<file path="config.mk">
export PLATFORM = sky130hd
export DESIGN_NAME = fetch_queue_stage
export DESIGN_NICKNAME = d
export VERILOG_FILES = /design/src/rtl/fetch_queue_stage.sv
export SDC_FILE = /design/constraint.sdc
export NUM_CORES = 1
export LEC_CHECK = 0
export BUFFER_PORTS_ARGS = -buffer_cell sky130_fd_sc_hd__buf_2
export CAP_MARGIN = 20
export CORE_MARGIN = 3
export CORE_UTILIZATION = 45
export CTS_BUF_LIST = sky130_fd_sc_hd__clkbuf_4
export CTS_CLUSTER_SIZE = 25
export DETAILED_ROUTE_END_ITERATION = 16
export PLACE_DENSITY = 0.72
export RECOVER_POWER = 25
export SYNTH_ARGS = -nofsm -noshare
export SYNTH_HDL_FRONTEND = slang
export SYNTH_SLANG_ARGS = --single-unit
</file>
<file path="constraint.sdc">
create_clock -name clk -period 2.1 [get_ports clk]
set_clock_uncertainty 0.05 [all_clocks]
set_input_delay 0.315 -clock clk [delete_from_list [all_inputs] [get_ports clk]]
set_output_delay 0.315 -clock clk [all_outputs]
set_load 0.1 [all_outputs]
</file>
<file path="src/rtl/fetch_queue_stage.sv">
// Instruction fetch stage: PC register feeding a circular fetch queue.
// Execute-stage redirects flush the queue and reload the PC.

module fetch_queue_entry #(
  parameter int W = 8
) (
  input  logic         clk,
  input  logic         rst,
  input  logic         we,
  input  logic [W-1:0] wdata,
  output logic [W-1:0] rdata
);

  logic [W-1:0] data_d, data_q;

  always_comb begin
    data_d = data_q;
    if (we) data_d = wdata;
  end

  always_ff @(posedge clk or negedge rst) begin
    if (!rst) data_q <= '0;
    else      data_q <= data_d;
  end

  assign rdata = data_q;

endmodule

module fetch_queue_stage #(
  parameter int              PC_W     = 32,
  parameter int              INSTR_W  = 32,
  parameter int              DEPTH    = 4,
  parameter logic [PC_W-1:0] RESET_PC = '0
) (
  input  logic                     clk,
  input  logic                     rst,
  input  logic                     pc_src_e,
  input  logic [PC_W-1:0]          pc_target_e,
  input  logic                     stall_d,
  output logic [PC_W-1:0]          imem_addr,
  output logic                     imem_en,
  input  logic [INSTR_W-1:0]       imem_rdata,
  output logic [INSTR_W-1:0]       instr_d,
  output logic [PC_W-1:0]          pc_d,
  output logic [PC_W-1:0]          pc_plus4_d,
  output logic                     valid_d,
  output logic [$clog2(DEPTH):0]   count
);

  localparam int PTR_W = $clog2(DEPTH);
  localparam int CNT_W = PTR_W + 1;

  typedef struct packed {
    logic [INSTR_W-1:0] instr;
    logic [PC_W-1:0]    pc;
    logic [PC_W-1:0]    pc4;
  } entry_t;

  logic [PC_W-1:0]  fetch_pc_d, fetch_pc_q;
  logic [PTR_W-1:0] wr_ptr_d, wr_ptr_q;
  logic [PTR_W-1:0] rd_ptr_d, rd_ptr_q;
  logic [CNT_W-1:0] count_d, count_q;

  logic             push, pop;
  logic [PC_W-1:0]  fetch_pc_plus4;
  entry_t           wr_entry;
  entry_t           head;
  entry_t [DEPTH-1:0] ent_q;

  // Redirect squashes both ends of the queue in the same cycle.
  assign pop            = valid_d & ~stall_d & ~pc_src_e;
  assign push           = ~pc_src_e & ((count_q < CNT_W'(DEPTH)) | pop);
  assign fetch_pc_plus4 = fetch_pc_q + PC_W'(4);

  assign wr_entry = '{instr: imem_rdata, pc: fetch_pc_q, pc4: fetch_pc_plus4};

  for (genvar i = 0; i < DEPTH; i++) begin : g_ent
    fetch_queue_entry #(.W($bits(entry_t))) u_ent (
      .clk   (clk),
      .rst   (rst),
      .we    (push && (wr_ptr_q == PTR_W'(i))),
      .wdata (wr_entry),
      .rdata (ent_q[i])
    );
  end

  always_comb begin
    fetch_pc_d = fetch_pc_q;
    wr_ptr_d   = wr_ptr_q;
    rd_ptr_d   = rd_ptr_q;
    count_d    = count_q;
    if (pc_src_e) begin
      fetch_pc_d = pc_target_e;
      wr_ptr_d   = '0;
      rd_ptr_d   = '0;
      count_d    = '0;
    end else begin
      if (push) begin
        fetch_pc_d = fetch_pc_plus4;
        wr_ptr_d   = wr_ptr_q + PTR_W'(1);
      end
      if (pop) rd_ptr_d = rd_ptr_q + PTR_W'(1);
      count_d = count_q + CNT_W'(push) - CNT_W'(pop);
    end
  end

  always_ff @(posedge clk or negedge rst) begin
    if (!rst) begin
      fetch_pc_q <= RESET_PC;
      wr_ptr_q   <= '0;
      rd_ptr_q   <= '0;
      count_q    <= '0;
    end else begin
      fetch_pc_q <= fetch_pc_d;
      wr_ptr_q   <= wr_ptr_d;
      rd_ptr_q   <= rd_ptr_d;
      count_q    <= count_d;
    end
  end

  assign head       = ent_q[rd_ptr_q];
  assign imem_addr  = fetch_pc_q;
  assign imem_en    = push;
  assign instr_d    = head.instr;
  assign pc_d       = head.pc;
  assign pc_plus4_d = head.pc4;
  assign valid_d    = (count_q != '0);
  assign count      = count_q;

endmodule
</file>
==> flow_metrics.py <==
metrics = {
    "worst_setup_path": {
        "crit_type": "reg2out",
        "cp_slowest_cell": "dfrtp_4",
        "slowest_delay_ns": 0.50,
        "crit_arrival_ns": 2.35,
        "required_ns": 1.74,
        "worst_setup_path_end_kind": "output port",
        "startpoint_type": "register",
        "worstPathMaxFanout": 6,
        "path_cells": "buf_12 > buf_6 > buf_6 > mux4_2 > buf_12",
    },
    "clock_network": {
        "clock-root-buffer": "clkbuf_4",
        "worst_skew_pair.late_latency_ns": 0.79,
        "numCtsBuffers": 108,
        "clk_pin_slew_worst_paths_ns": 0.06,
        "cts_tree": "built",
        "htreeDepth": 3,
        "clock_path_buffers": 3,
        "clock_sinks": 415,
    },
    "logic_synthesis": {
        "synth_top_area_share_pct": 55.81,
        "yosysWarnings": 0,
        "synthTopCellsByArea": "dfrtp_1 56%, mux2_2 15%, mux4_2 11%",
        "synth_top_flop_cell": "dfrtp_1",
        "async_flop_share_pct": 100.0,
        "ys_seq_area_share_pct": 55.81,
        "syn_nets": 1460,
        "synth_area_per_cell_um2": 13.44,
        "synth_commonest_cells": "415 x dfrtp_1, 256 x mux2_2, 181 x nand2_1",
        "synth_edf_count": 0,
        "ys_ff_latch": 415,
        "syn-instance-count": 1384,
        "syn_area_um2": 18610,
        "synth_top_area_cell": "dfrtp_1",
        "ys_types": 42,
        "synth_most_common_cell": "dfrtp_1",
    },
    "sta": {
        "final_hold_viol_count": 0,
        "worst_pin_slew_ns": 1.076,
        "rsz0062_at_grt": "true",
        "max_freq_ghz": 0.3682,
        "setup_ws_ns": -0.6158,
        "period_share_pct": 129.3,
        "maxSlewViolCount": 0,
        "period_needed_ns": 2.716,
        "relSlewSlack_pct": 28.29,
        "setup-violations-final": 114,
    },
    "die": {
        "start_util_pct": 46.19,
        "num_rows": 73,
        "core_um2": 40280,
        "die_area_um2": 43820,
        "chipHeight_um": 209.3,
        "io_pins": 201,
        "dieWidth_um": 209.3,
    },
    "placement": {
        "place_area_um2": 21280,
        "io_buffers": 200,
        "finalWeightedCongestion": 0.8119,
        "hpwl_um": 29400,
    },
    "grt": {
        "grt_pass1_wl_um": 76010,
        "grt_antenna_before_repair": 1,
        "overflow": 0,
        "grt_use_total_pct": 21.94,
        "grt_max_degree": 83,
        "grt_pass1_vias": 13714,
    },
    "flow_run": {
        "drv_cap": 0,
    },
    "detailed_routing": {
        "drt_wl_total_um": 48270,
        "vias_per_cell": 5.436,
        "dr.pass1.iters": 5,
        "drtIter0Drc": 841,
        "num_vias": 12779,
        "drc": 0,
        "ant_nets": 0,
        "wl_per_cell_um": 20.53,
    },
    "outcome": {
        "violations": "setup timing",
        "status": "complete, but fails checks",
    },
    "worst_hold_path": {
        "min_path_type": "in2reg",
    },
    "finish": {
        "syn_to_final_growth_pct": 30.74,
        "nNetsFinal": 1820,
        "utilization_pct": 60.40,
        "drive_above_1_share_pct": 48.93,
        "nFillCells": 3046,
        "finalInstanceArea_um2": 24330,
    },
}
## registers in the layout (all words and copies together) (netlist names)
name               cells
rd_ptr_q               2
count                  3
g_ent.u_ent.rdata    376
wr_ptr_q               2
imem_addr             32
## cell families after synthesis
group           after synthesis  share of synthesized area [%]
xor+xnor                     60                          2.824
fa+ha+maj                     8                         0.5783
buf+inv                     127                          3.113
compound gates              153                          4.122
flops                       415                          55.81
simple gates                269                          6.570
mux                         352                          26.98
## metrics by stage
step / worst slack [ns] / cells / setup TNS (ns) / hold WS [ns]
3_5_place_dp: -0.01586 / 2073 / -0.03323 / 0.2100
4_1_cts: -0.7461 / 2349 / -65.30 / 0.09814
2_1_floorplan: -0.4901 / 1384 / -140.44 / -0.03059
3_3_place_gp: 0.003726 / 2073 / 0 / 0.2106
6_report: -0.6158 / 2351 / -54.04 / 0.2298
5_1_grt: -0.7183 / 2351 / -66.58 / 0.1918
## placed cells by master (no fill, tap or decap), drive strengths merged, types with 4 or more instances in the layout
cell / n
and2: 4
buf: 287
clkbuf: 181
clkinv: 20
dfrtp: 415
dlygate4sd3: 67
ha: 7
inv: 10
mux2: 256
mux4: 94
nand2: 181
nand3: 17
nand4: 13
nor2: 22
nor3: 16
nor4: 6
o21ai: 151
xnor2: 35
xor2: 25
## metal layers
layer	up-vias	track usage [%]	part of all wire, %
met4	0	8.014	3.1
met1	6539	30.06	43
li1	5717	-	-
met2	413	35.17	49
met3	110	4.245	5.2
met5	-	0	0
## area by class of cell
type                    instances  area (µm²)  area share [%]
diodes                          1       2.502         0.01029
well taps                     525       656.9           2.700
repair buffers                366        3926           16.14
clock inverters                22       113.9          0.4680
flip-flops and latches        415       10430           42.86
inverters                      10       37.54          0.1543
clock buffers                 169        1269           5.215
multi-input cells             843        7894           32.45
## critical path: cells and delay by family (launching register included)
kind,cells,cell delay [ns]
DFF,1,0.50
buffers and inverters,4,0.58
muxes,1,0.47
## final timing paths
| kind | endpoint | startpoint | cells past startpoint | slack [ns] |
|---|---|---|---|---|
| max in group asynchronous | rd_ptr_q[0]$_DFFE_PN0P_ | rst | 3 | 0.15 |
| min in group asynchronous | g_ent[0].u_ent.rdata[86]$_DFFE_PN0P_ | rst | 3 | 0.82 |
| setup / recovery | pc_plus4_d[27] | rd_ptr_q[0]$_DFFE_PN0P_ | 5 | -0.62 |
| hold / removal | imem_addr[24]$_DFFE_PN0N_ | pc_target_e[24] | 4 | 0.23 |
| setup reg to reg | g_ent[3].u_ent.rdata[30]$_DFFE_PN0P_ | imem_addr[2]$_DFFE_PN0N_ | 7 | -0.10 |
| hold reg to reg | g_ent[3].u_ent.rdata[23]$_DFFE_PN0P_ | g_ent[3].u_ent.rdata[23]$_DFFE_PN0P_ | 2 | 0.43 |
## repair_timing
item | CTS | global route
endpoints found under the setup margin | 135 | 139
hold buffers | 68 | 0
buffers inserted | 13 | 4
resized for setup | 186 | 67
gates cloned | 5 | 2
endpoints found under the hold margin | 580 | 0
pin swaps | 2 | 20
Power is left out: the tool's default activity adds up to more than one toggle a clock period on the data nets, which glitch-free logic cannot reach.
